File: src/rtl/piso_serializer.sv
// rtl/piso_serializer.sv - MSB-first parallel-in serial-out transmitter with valid/ready load.
// Optional macro PISO_PARITY_EN appends an even-parity bit cycle after each data word.
module piso_serializer #(
  parameter int   WIDTH      = 4,
  parameter logic IDLE_LEVEL = 1'b0
) (
  input  logic             clk,
  input  logic             rst,
  input  logic             load_valid,
  output logic             load_ready,
  input  logic [WIDTH-1:0] parallel_in,
  output logic             serial_out,
  output logic             serial_valid,
  output logic             done,
  output logic             busy
);

  localparam int CW = $clog2(WIDTH + 1);

`ifdef PISO_PARITY_EN
  typedef enum logic [1:0] {S_IDLE, S_SHIFT, S_PARITY} state_t;
  logic parity_q;
`else
  typedef enum logic {S_IDLE, S_SHIFT} state_t;
`endif

  state_t           state, state_nxt;
  logic [WIDTH-1:0] shreg;
  logic [CW-1:0]    count;
  logic             accept;

  assign accept = load_valid && load_ready;
  assign busy   = serial_valid;

  always_ff @(posedge clk or posedge rst) begin
    if (rst) state <= S_IDLE;
    else     state <= state_nxt;
  end

  always_comb begin
    state_nxt = state;
    case (state)
      S_IDLE:  if (accept) state_nxt = S_SHIFT;
      S_SHIFT: begin
        if (count == '0) begin
`ifdef PISO_PARITY_EN
          state_nxt = S_PARITY;
`else
          state_nxt = accept ? S_SHIFT : S_IDLE;
`endif
        end
      end
`ifdef PISO_PARITY_EN
      S_PARITY: state_nxt = accept ? S_SHIFT : S_IDLE;
`endif
      default: state_nxt = S_IDLE;
    endcase
  end

  // load_ready is gated by rst so no handshake can complete during reset.
  always_comb begin
    load_ready = 1'b0;
    done       = 1'b0;
    if (!rst) begin
      case (state)
        S_IDLE:  load_ready = 1'b1;
        S_SHIFT: begin
`ifndef PISO_PARITY_EN
          load_ready = (count == '0);
          done       = (count == '0);
`endif
        end
`ifdef PISO_PARITY_EN
        S_PARITY: begin
          load_ready = 1'b1;
          done       = 1'b1;
        end
`endif
        default: load_ready = 1'b0;
      endcase
    end
  end

  always_ff @(posedge clk or posedge rst) begin
    if (rst) begin
      shreg        <= '0;
      count        <= '0;
      serial_out   <= IDLE_LEVEL;
      serial_valid <= 1'b0;
`ifdef PISO_PARITY_EN
      parity_q     <= 1'b0;
`endif
    end else if (accept) begin
      // MSB goes straight to the pin; the register keeps the remaining bits.
      serial_out   <= parallel_in[WIDTH-1];
      serial_valid <= 1'b1;
      shreg        <= {parallel_in[WIDTH-2:0], 1'b0};
      count        <= CW'(WIDTH - 1);
`ifdef PISO_PARITY_EN
      parity_q     <= ^parallel_in;
`endif
    end else begin
      case (state)
        S_SHIFT: begin
          if (count != '0) begin
            serial_out <= shreg[WIDTH-1];
            shreg      <= {shreg[WIDTH-2:0], 1'b0};
            count      <= count - CW'(1);
          end else begin
`ifdef PISO_PARITY_EN
            serial_out   <= parity_q;
            serial_valid <= 1'b1;
`else
            serial_out   <= IDLE_LEVEL;
            serial_valid <= 1'b0;
`endif
          end
        end
`ifdef PISO_PARITY_EN
        S_PARITY: begin
          serial_out   <= IDLE_LEVEL;
          serial_valid <= 1'b0;
        end
`endif
        default: begin
          serial_out   <= IDLE_LEVEL;
          serial_valid <= 1'b0;
        end
      endcase
    end
  end

endmodule

File: config.mk
export PLATFORM = sky130hd
export DESIGN_NAME = piso_serializer
export DESIGN_NICKNAME = d
export VERILOG_FILES = /design/src/rtl/piso_serializer.sv
export SDC_FILE = /design/constraint.sdc
export NUM_CORES = 1
export LEC_CHECK = 0
export BUFFER_PORTS_ARGS = -buffer_cell sky130_fd_sc_hd__buf_2
export CORE_AREA = 2 2 39 41
export DETAILED_ROUTE_END_ITERATION = 8
export DIE_AREA = 0 0 41 43
export GPL_TIMING_DRIVEN = 1
export PLACE_DENSITY = 0.57
export SYNTH_ARGS = -nofsm -noshare
export SYNTH_HDL_FRONTEND = slang
export SYNTH_SLANG_ARGS = --single-unit
File: constraint.sdc
create_clock -name clk -period 1.7 [get_ports clk]
set_input_delay 0.425 -clock clk [delete_from_list [all_inputs] [get_ports clk]]
set_output_delay 0.425 -clock clk [all_outputs]
set_load 0.03 [all_outputs]
== After elaboration in Yosys (flattened, before gate mapping) ==
Cells that the tools add are included.
Cells by class
  add/sub/neg operators: 1
  $mul: 0
  divide/modulo/power cells: 0
  $lt $le $gt $ge: 0
  eq/ne operators: 1
  shift operators: 0
  mux-type cells: 19
  bitwise gates (word level): 1
  reductions and logical operators: 6
Operator list (count)
  $mux W4: 3
  $mux W1: 11
  $mux W3: 3
  $pmux W1 S2: 2
  $reduce_bool A2 Y1: 2
  $logic_not A3 Y1: 1
  $ne A3 B3 Y1 const B: 1
  $reduce_bool A3 Y1: 1
  $sub A3 B1 Y3 const B: 1
  $reduce_and A2 Y1: 1
  $logic_and A1 B1 Y1: 1
  $not A1 Y1: 1
Word-level totals
  bits in registers: 10
  bits in latches: 0
  memory bits (writable): 0
  ROM bits: 0
  input bits: 7
  output and inout port bits: 5
  word-level logic and storage cells: 33
  memories kept: 0

== Logic depth before layout (Yosys ltp) ==
Gate-level depths: netlist of the first run.
  word-level depth: 7
  mapped depth: 5
  mapped depth without buffers: 5

== Worst setup path after synthesis of the first run ==
OpenSTA, ideal clock, no wires.
  path type: flip-flop to output port
  from: register count[0]
  to: output port load_ready
  arrival: 1.332 ns
  data required time: 1.275 ns
  slack: -0.057 ns
  cell stages (with the launch flop): 6
  buffers on the path: 0
  cell sequence: dfrtp_1 > inv_1 > ha_1 > nand2b_1 > and2_1 > nor2_1
Between the ends
  word-level cells in the longest chain between the ends: 3
RTL lines
  start, declared: RTL line 29  | logic [CW-1:0] count;
  start signal, assigned: RTL line 98  | count <= CW'(WIDTH - 1);
  start signal, assigned: RTL line 108  | count <= count - CW'(1);
  $logic_not A3 Y1: RTL line 69  | load_ready = (count == '0);
  $pmux W1 S2: RTL line 65  | case (state)
  $mux W1: RTL line 64  | if (!rst) begin
  end, declared: RTL line 10  | output logic load_ready,
Every way passes these cells.

== Final worst setup path of the first run ==
Same ends and word-level chain as after synthesis.

==> impl_metrics.json, run 1 <==
{
  "fmax_mhz": 577,
  "yosysSeqAreaShare_pct": 47.9,
  "io_pins": 12,
  "synth.distinct_cells": 19,
  "cp_data_arrival_time_ps": 1310,
  "finalPower_mw": 1.17,
  "cts.clk_slew.worst_paths_ps": 60,
  "finalWeightedCongestion": 0.684,
  "vias": 373,
  "outcome": "complete, but fails checks",
  "cp_top_family": "flip-flops",
  "grt_max_degree": 10,
  "placeableCoreArea_um2": 1380,
  "tightest_slew_ps": 358,
  "fill_cells": 134,
  "violations": "setup timing",
  "synth_nets": 50,
  "setup_tns_ps": -34.0,
  "required_ps": 1270,
  "cp.buffers_inverters": 2,
  "startpoint": "count[0]",
  "fin_cells": 78,
  "drv_cap": 0,
  "hold_viol_final": 0,
  "crit_chain": "inv_2 > ha_4 > nand2b_4 > and2_4 > nor2_4 > buf_6",
  "endpoint": "load_ready",
  "rows": 14,
  "skew_ps": 2.59,
  "routed_wl_um": 952,
  "worstRegToRegCells": 6,
  "die_y_um": 43,
  "p_leak_nw": 0.330,
  "worstSkewPairLatency_ps": 260,
  "ys_async_sr_fraction_pct": 100,
  "grt_pass1_vias": 371,
  "clock-sinks": 9,
  "avgViaCountPerCell": 4.78,
  "setup_viol": 1,
  "rsz0062_at_grt": "yes",
  "placed_cells": 69,
  "cts-root-buf": "clkbuf_4",
  "grt-ovfl-total": 0,
  "rr_startpoint": "count[0]",
  "grt_pass1_wl_um": 1560,
  "numCtsBuffers": 3,
  "cp.depth": 6,
  "synthCells": 41,
  "ys_seq_elements": 9,
  "netlist_area_um2": 470,
  "min_period_ps": 1730,
  "antenna_found_initial": 0,
  "die-area_um2": 1760,
  "setup_ws_ps": -34.0,
  "maxSlewHeadroom_pct": 76.1,
  "num_antenna_cells": 0,
  "place_hpwl_um": 682,
  "crit_fanout": 3,
  "critPathLaunchType": "flip-flop",
  "drc_errors": 0,
  "synth-edff-count": 0,
  "powerDensity_nw_per_um2": 1780,
  "vdd_drop_max_mv": 0.587,
  "initial_core_util_pct": 34.0,
  "timing.hold.ws_ps": 186,
  "rrSetupSlack_ps": 240,
  "htreeDepth": 1,
  "avgSynthCellArea_um2": 11.5,
  "die_w_um": 41,
  "slowest_stage": "dfrtp_1",
  "yosys_most_used_dff": "dfrtp_1",
  "drt-initial-drc-count": 3,
  "drv_slew": 0,
  "post-route-period-util_pct": 102,
  "r2r-end": "shreg[3]",
  "critPathKind": "reg -> out",
  "final_nets": 72,
  "layout_common_cells": "dfrtp_1, buf_2, buf_4",
  "ant_nets": 0,
  "hp-class": "in -> async",
  "synth_warnings": 0,
  "portBuffers": 11,
  "cp-end-kind": "output pin",
  "dr.pass1.iters": 4,
  "clock_path_buffers": 2,
  "cts_tree": "yes",
  "areaGrowthSynthToFinish_pct": 40.2,
  "gr-usage-all-layers_pct": 13.8,
  "drive_gt1_share_pct": 56.5,
  "max_stage_delay_ps": 390,
  "wire_per_inst_um": 12.2
}
==> per-layer routing <==
layer	GRT usage, %	vias to the layer above	part of all wire, %
met2	19.7	9	52
li1	-	185	-
met5	0	-	0
met3	1.57	2	2.6
met4	12.0	0	2.0
met1	17.3	177	44
==> worst min path at each step <==
| stage | to | cells past startpoint |
|---|---|---|
| final | count[2] | 2 |
| after global routing | count[2] | 2 |
| after CTS | count[2] | 2 |
| after detailed placement | count[0] | 1 |
| after global placement | count[0] | 1 |
| after floorplan | busy | 1 |
==> state kept, by name, summed over array words and instances, names as in the netlist <==
| register | cells |
|---|---|
| count | 3 |
| shreg | 3 |
| busy | 1 |
| serial_out | 1 |
| state | 1 |
==> cell usage after synthesis (2+ instances only) <==
library cell / instances / area [um^2]
mux2_4: 3 / 45.0
a211oi_1: 2 / 15.0
ha_1: 2 / 25.0
mux2_2: 2 / 22.5
a21oi_1: 3 / 15.0
nand2_1: 6 / 22.5
dfrtp_1: 9 / 225
inv_1: 3 / 11.3
==> cell families (layout without fill, tap and decap cells) <==
kind of cell | after synthesis | after routing | share of synthesized area, %
buffers and inverters | 4 | 25 | 3.99
AO/OA/AOI/OAI | 8 | 8 | 10.6
AND/OR/NAND/NOR | 13 | 13 | 17.8
flip-flops | 9 | 9 | 47.9
multiplexers | 5 | 5 | 14.4
adder cells (fa/ha/maj) | 2 | 2 | 5.32
==> cell type report <==
class | instances | area [um^2] | share of cell area, %
multi-input cells | 28 | 256 | 38.9
clock buffers | 4 | 26.3 | 3.98
flip-flops and latches | 9 | 225 | 34.2
inverters | 3 | 11.3 | 1.71
well taps | 16 | 20.0 | 3.04
repair buffers | 18 | 120 | 18.2
==> repair_timing <==
action                                  in CTS  in global routing
endpoints found under the setup margin       2                  2
endpoints found under the hold margin        0                  0
hold buffers                                 0                  0
pin swaps                                    1                  1
gates cloned                                 0                  0
setup buffers                                2                  3
resized for setup                            9                  2
==> report_power, final <==
group,internal [mW],switching (mW),total (mW)
clock network,0.0908,0.0796,0.170
logic,0.334,0.304,0.639
registers,0.301,0.0638,0.365
==> worst reg2reg max path: stages (launching register included) <==
cell and delay [ps]:
dfrtp_1 390, inv_2 90, ha_4 150, nand2b_4 50, buf_4 140, nand2_1 160
mux2_2 360
==> stage by stage <==
| stage | util (%) | worst slack, ps | cell area, um^2 |
|---|---|---|---|
| 2_1_floorplan | - | 73.9 | 473 |
| 3_3_place_gp | 40.1 | 137 | 556 |
| 3_5_place_dp | 40.1 | 126 | 556 |
| 4_1_cts | 45.2 | -44.9 | 626 |
| 5_1_grt | 47.6 | -89.6 | 659 |
| 6_report | 47.6 | -34.0 | 659 |
Power figures use the tool's default switching activity.
==> inputs of run 2 (changes only) <==
--- a/config.mk
+++ b/config.mk
@@ -11,6 +11,7 @@
 export DIE_AREA = 0 0 41 43
 export GPL_TIMING_DRIVEN = 1
 export PLACE_DENSITY = 0.57
+export REMOVE_ABC_BUFFERS = 1
 export SYNTH_ARGS = -nofsm -noshare
 export SYNTH_HDL_FRONTEND = slang
 export SYNTH_SLANG_ARGS = --single-unit
==> run 2 against run 1 <==
Compared with the run above: the run still ends with setup timing left; via count increased by 0.54%; power increased by 1.2%; flip-flop and latch count unchanged; sequential power about the same; register-to-register slack got worse by 120 ps; design area increased by 1.1%; clock power increased by 3%; critical path type unchanged; largest power group unchanged.
==> impl_metrics.json, run 2 (synthesized netlist as in run 1, its figures left out) <==
{
  "outcome": "complete, but fails checks",
  "violations": "setup timing",
  "hp-class": "in -> async",
  "initial_core_util_pct": 34.0,
  "ant_nets": 0,
  "rsz0062_at_grt": "yes",
  "critPathKind": "reg -> out",
  "num_antenna_cells": 0,
  "skew_ps": 8.92,
  "layout_common_cells": "dfrtp_1, buf_2, buf_4",
  "hold_buffers": 0,
  "placed_cells": 69,
  "reg.largest.list": "count (3), shreg (3)",
  "timing.hold.ws_ps": 171,
  "post-route-period-util_pct": 103,
  "critPathLaunchType": "flip-flop",
  "vias": 375,
  "setup_ws_ps": -58.9,
  "grt_pass1_vias": 369,
  "post-place-ws_ps": 123,
  "htreeDepth": 1,
  "fill_cells": 133,
  "grt_pass1_wl_um": 1620,
  "gr-usage-all-layers_pct": 15.4,
  "die-area_um2": 1760,
  "clock-sinks": 9,
  "grt-ovfl-total": 0,
  "required_ps": 1270,
  "cp-end-kind": "output pin",
  "rows": 14,
  "portBuffers": 11,
  "setup_viol": 1,
  "fmax_mhz": 569,
  "die_y_um": 43,
  "drv_slew": 0,
  "drt-initial-drc-count": 1,
  "r2r-end": "busy",
  "finalWeightedCongestion": 0.705,
  "wire_per_inst_um": 12.9,
  "crit_fanout": 3,
  "tightest_slew_ps": 340,
  "final_nets": 73,
  "min_period_ps": 1760,
  "rrSetupSlack_ps": 120,
  "worstSkewPairLatency_ps": 280,
  "crit_chain": "inv_2 > ha_4 > nand2b_4 > and2_4 > nor2_4 > buf_6",
  "cts.clk_slew.worst_paths_ps": 70,
  "drv_cap": 0,
  "drive_gt1_share_pct": 57.1,
  "worstRegToRegCells": 7,
  "max_stage_delay_ps": 390,
  "cp_data_arrival_time_ps": 1330,
  "placeableCoreArea_um2": 1380,
  "cts_tree": "yes",
  "drc_errors": 0,
  "rr_startpoint": "count[0]",
  "fin_area_um2": 667,
  "vdd_drop_max_mv": 0.696,
  "routed_wl_um": 1020,
  "dr.pass1.iters": 4,
  "areaGrowthSynthToFinish_pct": 41.8,
  "hold_viol_final": 0,
  "place_hpwl_um": 677,
  "maxSlewHeadroom_pct": 77.3,
  "io_pins": 12,
  "slowest_stage": "dfrtp_1",
  "numCtsBuffers": 3,
  "grt_max_degree": 10,
  "postPlaceCellArea_um2": 553,
  "fin_cells": 79,
  "cts-root-buf": "clkbuf_4",
  "powerDensity_nw_per_um2": 1780,
  "finalPower_mw": 1.19,
  "clock_path_buffers": 2,
  "p_leak_nw": 0.335,
  "avgViaCountPerCell": 4.75,
  "die_w_um": 41,
  "antenna_found_initial": 0
}
## run 2: worst max path at each step
stage,slack (ps),start,depth (start not counted),to
6_report,-60,count[0],6,load_ready
3_5_place_dp,120,count[0],6,load_ready
2_1_floorplan,-60,count[0],5,load_ready
5_1_grt,-130,count[0],6,load_ready
3_3_place_gp,150,count[0],6,load_ready
4_1_cts,-60,count[1],6,load_ready
## run 2: power by group
part	total, mW	internal, mW	switching (mW)
Sequential	0.365	0.301	0.0644
Clock	0.175	0.0909	0.0838
Combinational	0.648	0.342	0.306
Total	1.19	0.734	0.454
## run 2: critical path, delay by kind of cell (launching register included)
kind	cells	cell delay (ps)
adder cells (fa/ha/maj)	1	160
buffers and inverters	2	220
flip-flops	1	390
AND/OR/NAND/NOR	3	290
## run 2: metal layers
metal  track usage [%]  share of wire [%]  wire (um)
met5                 0                  0          0
met4              16.0                4.7         48
met3              7.85                7.2         73
met2              20.9                 51        517
met1              15.2                 37        378
## run 2: final cells by class
cell class              instances  area, um^2  area share (%)
multi-input cells              28         256            38.5
flip-flops and latches          9         225            33.8
repair buffers                 19         128            19.1
clock buffers                   4        26.3            3.94
well taps                      16        20.0            3.00
inverters                       3        11.3            1.69
## run 2: repair_timing
action                     in CTS  in global routing
setup endpoints to repair       2                  2
buffers inserted                3                  3
resized for setup              11                  1
hold endpoints to repair        0                  0
pin swaps                       2                  2
## run 2: per-stage QoR
step | utilization [%] | TNS (ps)
floorplan | - | -56.5
global placement | 40.0 | 0
detailed placement | 40.0 | 0
CTS | 46.3 | -61.5
global route | 48.2 | -173
finish | 48.2 | -58.9
==> inputs of run 3 (changes only) <==
--- a/config.mk
+++ b/config.mk
@@ -6,6 +6,7 @@
 export NUM_CORES = 1
 export LEC_CHECK = 0
 export BUFFER_PORTS_ARGS = -buffer_cell sky130_fd_sc_hd__buf_2
+export CAP_MARGIN = 10
 export CORE_AREA = 2 2 39 41
 export DETAILED_ROUTE_END_ITERATION = 8
 export DIE_AREA = 0 0 41 43
==> constraint.sdc (replaced) <==
create_clock -name clk -period 2.2 [get_ports clk]
set_input_delay 0.55 -clock clk [delete_from_list [all_inputs] [get_ports clk]]
set_output_delay 0.55 -clock clk [all_outputs]
set_load 0.03 [all_outputs]
==> run 3 against run 2 <==
Compared with the run above: the run now ends clean; flip-flop and latch count did not move; clock power shrank 24%; die area stayed put; largest cell class unchanged; critical path depth stayed put; sequential power decreased by 23%; critical path type unchanged; global-route usage fell by 3.5 points; wire length shrank 16%; setup slack gained 130 ps; first-iteration DRC count grew to 7.0 times the previous value; combinational power decreased by 47%.
==> impl_metrics.json, run 3 (synthesized netlist as in run 1, its figures left out) <==
{
  "p_switching_mw": 0.302,
  "setup_viol": 0,
  "layout_common_cells": "buf_2, dfrtp_1, nand2_1",
  "skew_ps": 0.751,
  "worstRegToRegCells": 5,
  "p_leak_nw": 0.294,
  "postPlaceCellArea_um2": 538,
  "fill_cells": 140,
  "numCtsBuffers": 3,
  "place_hpwl_um": 597,
  "cts_tree": "yes",
  "final_nets": 65,
  "grt.met3_usage_pct": 1.57,
  "io_pins": 12,
  "reg.largest.list": "count (3), shreg (3)",
  "tightest_slew_ps": 348,
  "post-route-period-util_pct": 96.6,
  "endpoint": "load_ready",
  "initial_core_util_pct": 34.0,
  "multiInputGateArea_um2": 238,
  "min_period_ps": 2120,
  "portBuffers": 11,
  "ant_nets": 0,
  "combPwrFrac_pct": 45.0,
  "dr.pass1.iters": 4,
  "drive_gt1_share_pct": 45.5,
  "finalWeightedCongestion": 0.709,
  "final_common_cell": "buf_2",
  "cp_data_arrival_time_ps": 1570,
  "num_antenna_cells": 0,
  "areaGrowthSynthToFinish_pct": 22.9,
  "placeableCoreArea_um2": 1380,
  "drt-initial-drc-count": 7,
  "clock-sinks": 9,
  "rows": 14,
  "maxSlewHeadroom_pct": 76.8,
  "grt-ovfl-total": 0,
  "critPathLaunchType": "flip-flop",
  "ff_latch_area_um2": 225,
  "drc_errors": 0,
  "power_frac_seq_pct": 37.3,
  "startpoint": "count[0]",
  "cp-end-kind": "output pin",
  "p_int_mw": 0.454,
  "worstSkewPairLatency_ps": 260,
  "cts.clk_slew.worst_paths_ps": 60,
  "antenna_found_initial": 0,
  "clkPwrFrac_pct": 17.6,
  "use_met2_pct": 16.9,
  "grt_max_degree": 10,
  "hp-class": "in -> async",
  "use_met1_pct": 15.1,
  "die-area_um2": 1760,
  "wire_per_inst_um": 12.0,
  "avgViaCountPerCell": 4.87,
  "grt_pass1_wl_um": 1390,
  "routed_wl_um": 854,
  "die_y_um": 43,
  "hold_buffers": 0,
  "r2r-end": "shreg[3]",
  "required_ps": 1650,
  "fmax_mhz": 471,
  "setup_tns_ps": 0,
  "gr-usage-all-layers_pct": 11.9,
  "die_w_um": 41,
  "outcome": "finished clean",
  "clock_path_buffers": 2,
  "powerDensity_nw_per_um2": 1310,
  "drv_slew": 0,
  "vdd_drop_max_mv": 0.470,
  "rrSetupSlack_ps": 790,
  "crit_fanout": 5,
  "grt_pass1_vias": 325,
  "cts-root-buf": "clkbuf_4",
  "drv_cap": 0,
  "busiest_layer": "met2",
  "vias": 346,
  "hold_viol_final": 0,
  "htreeDepth": 1,
  "fin_area_um2": 578,
  "critPathKind": "reg -> out",
  "p_sw_share_pct": 40.0,
  "rr_startpoint": "count[0]"
}
## run 3: cell count changes in the layout (fill, tap and decap cells not counted), sizes merged
cell / delta
buf: -9
clkbuf: +1
## run 3: worst min path at each step
| stage | startpoint | endpoint | slack (ps) | cells past startpoint |
|---|---|---|---|---|
| final | rst | count[2] | 290 | 2 |
| after CTS | rst | count[2] | 310 | 2 |
| after floorplan | rst | busy | 380 | 1 |
| after global placement | count[0] | count[0] | 460 | 1 |
| after global routing | rst | count[1] | 340 | 2 |
| after detailed placement | count[0] | count[0] | 470 | 1 |
## run 3: timing repair
action                                  4_1_cts  5_1_grt
setup buffers                                 0        0
resized for setup                             0        4
endpoints found under the setup margin        0        1
## run 3: area by class of cell
type                    count  share of cell area, %
inverters                   3                   1.95
well taps                  16                   3.46
flip-flops and latches      9                   39.0
clock buffers               4                   4.55
repair buffers             11                   9.96
multi-input cells          28                   41.1
## run 3: worst max-delay path, cell delays in order, from the launching register on
cell and delay (ps):
dfrtp_1 390, inv_1 90, ha_2 220, nand2b_4 80, and2_2 230, nor2_1 110
clkbuf_4 200
## run 3: through the flow
step	hold WS (ps)	utilization, %	cells	power, mW	setup WS (ps)
6_report	288	41.8	71	0.756	75.6
5_1_grt	335	41.8	71	0.812	-21.8
4_1_cts	308	40.8	71	0.738	42.7
3_5_place_dp	467	38.9	67	0.601	364
3_3_place_gp	457	38.9	67	0.597	369
2_1_floorplan	378	-	40	0.523	318
## run 3: per-layer routing
layer  up-vias  wire (um)  share of wire (%)
met5         -          0                  0
met3         2         33                3.9
met1       167        377                 44
met4         0         19                2.2
met2         9        424                 50
li1        168          -                  -
## run 3: power by group through the flow
| stage | Sequential, mW | Combinational (mW) | Clock [mW] |
|---|---|---|---|
| after global placement | 0.281 | 0.316 | 0 |
| after floorplan | 0.320 | 0.202 | 0 |
| final | 0.282 | 0.341 | 0.133 |
| after detailed placement | 0.283 | 0.317 | 0 |
| after global routing | 0.291 | 0.377 | 0.144 |
| after CTS | 0.280 | 0.321 | 0.136 |
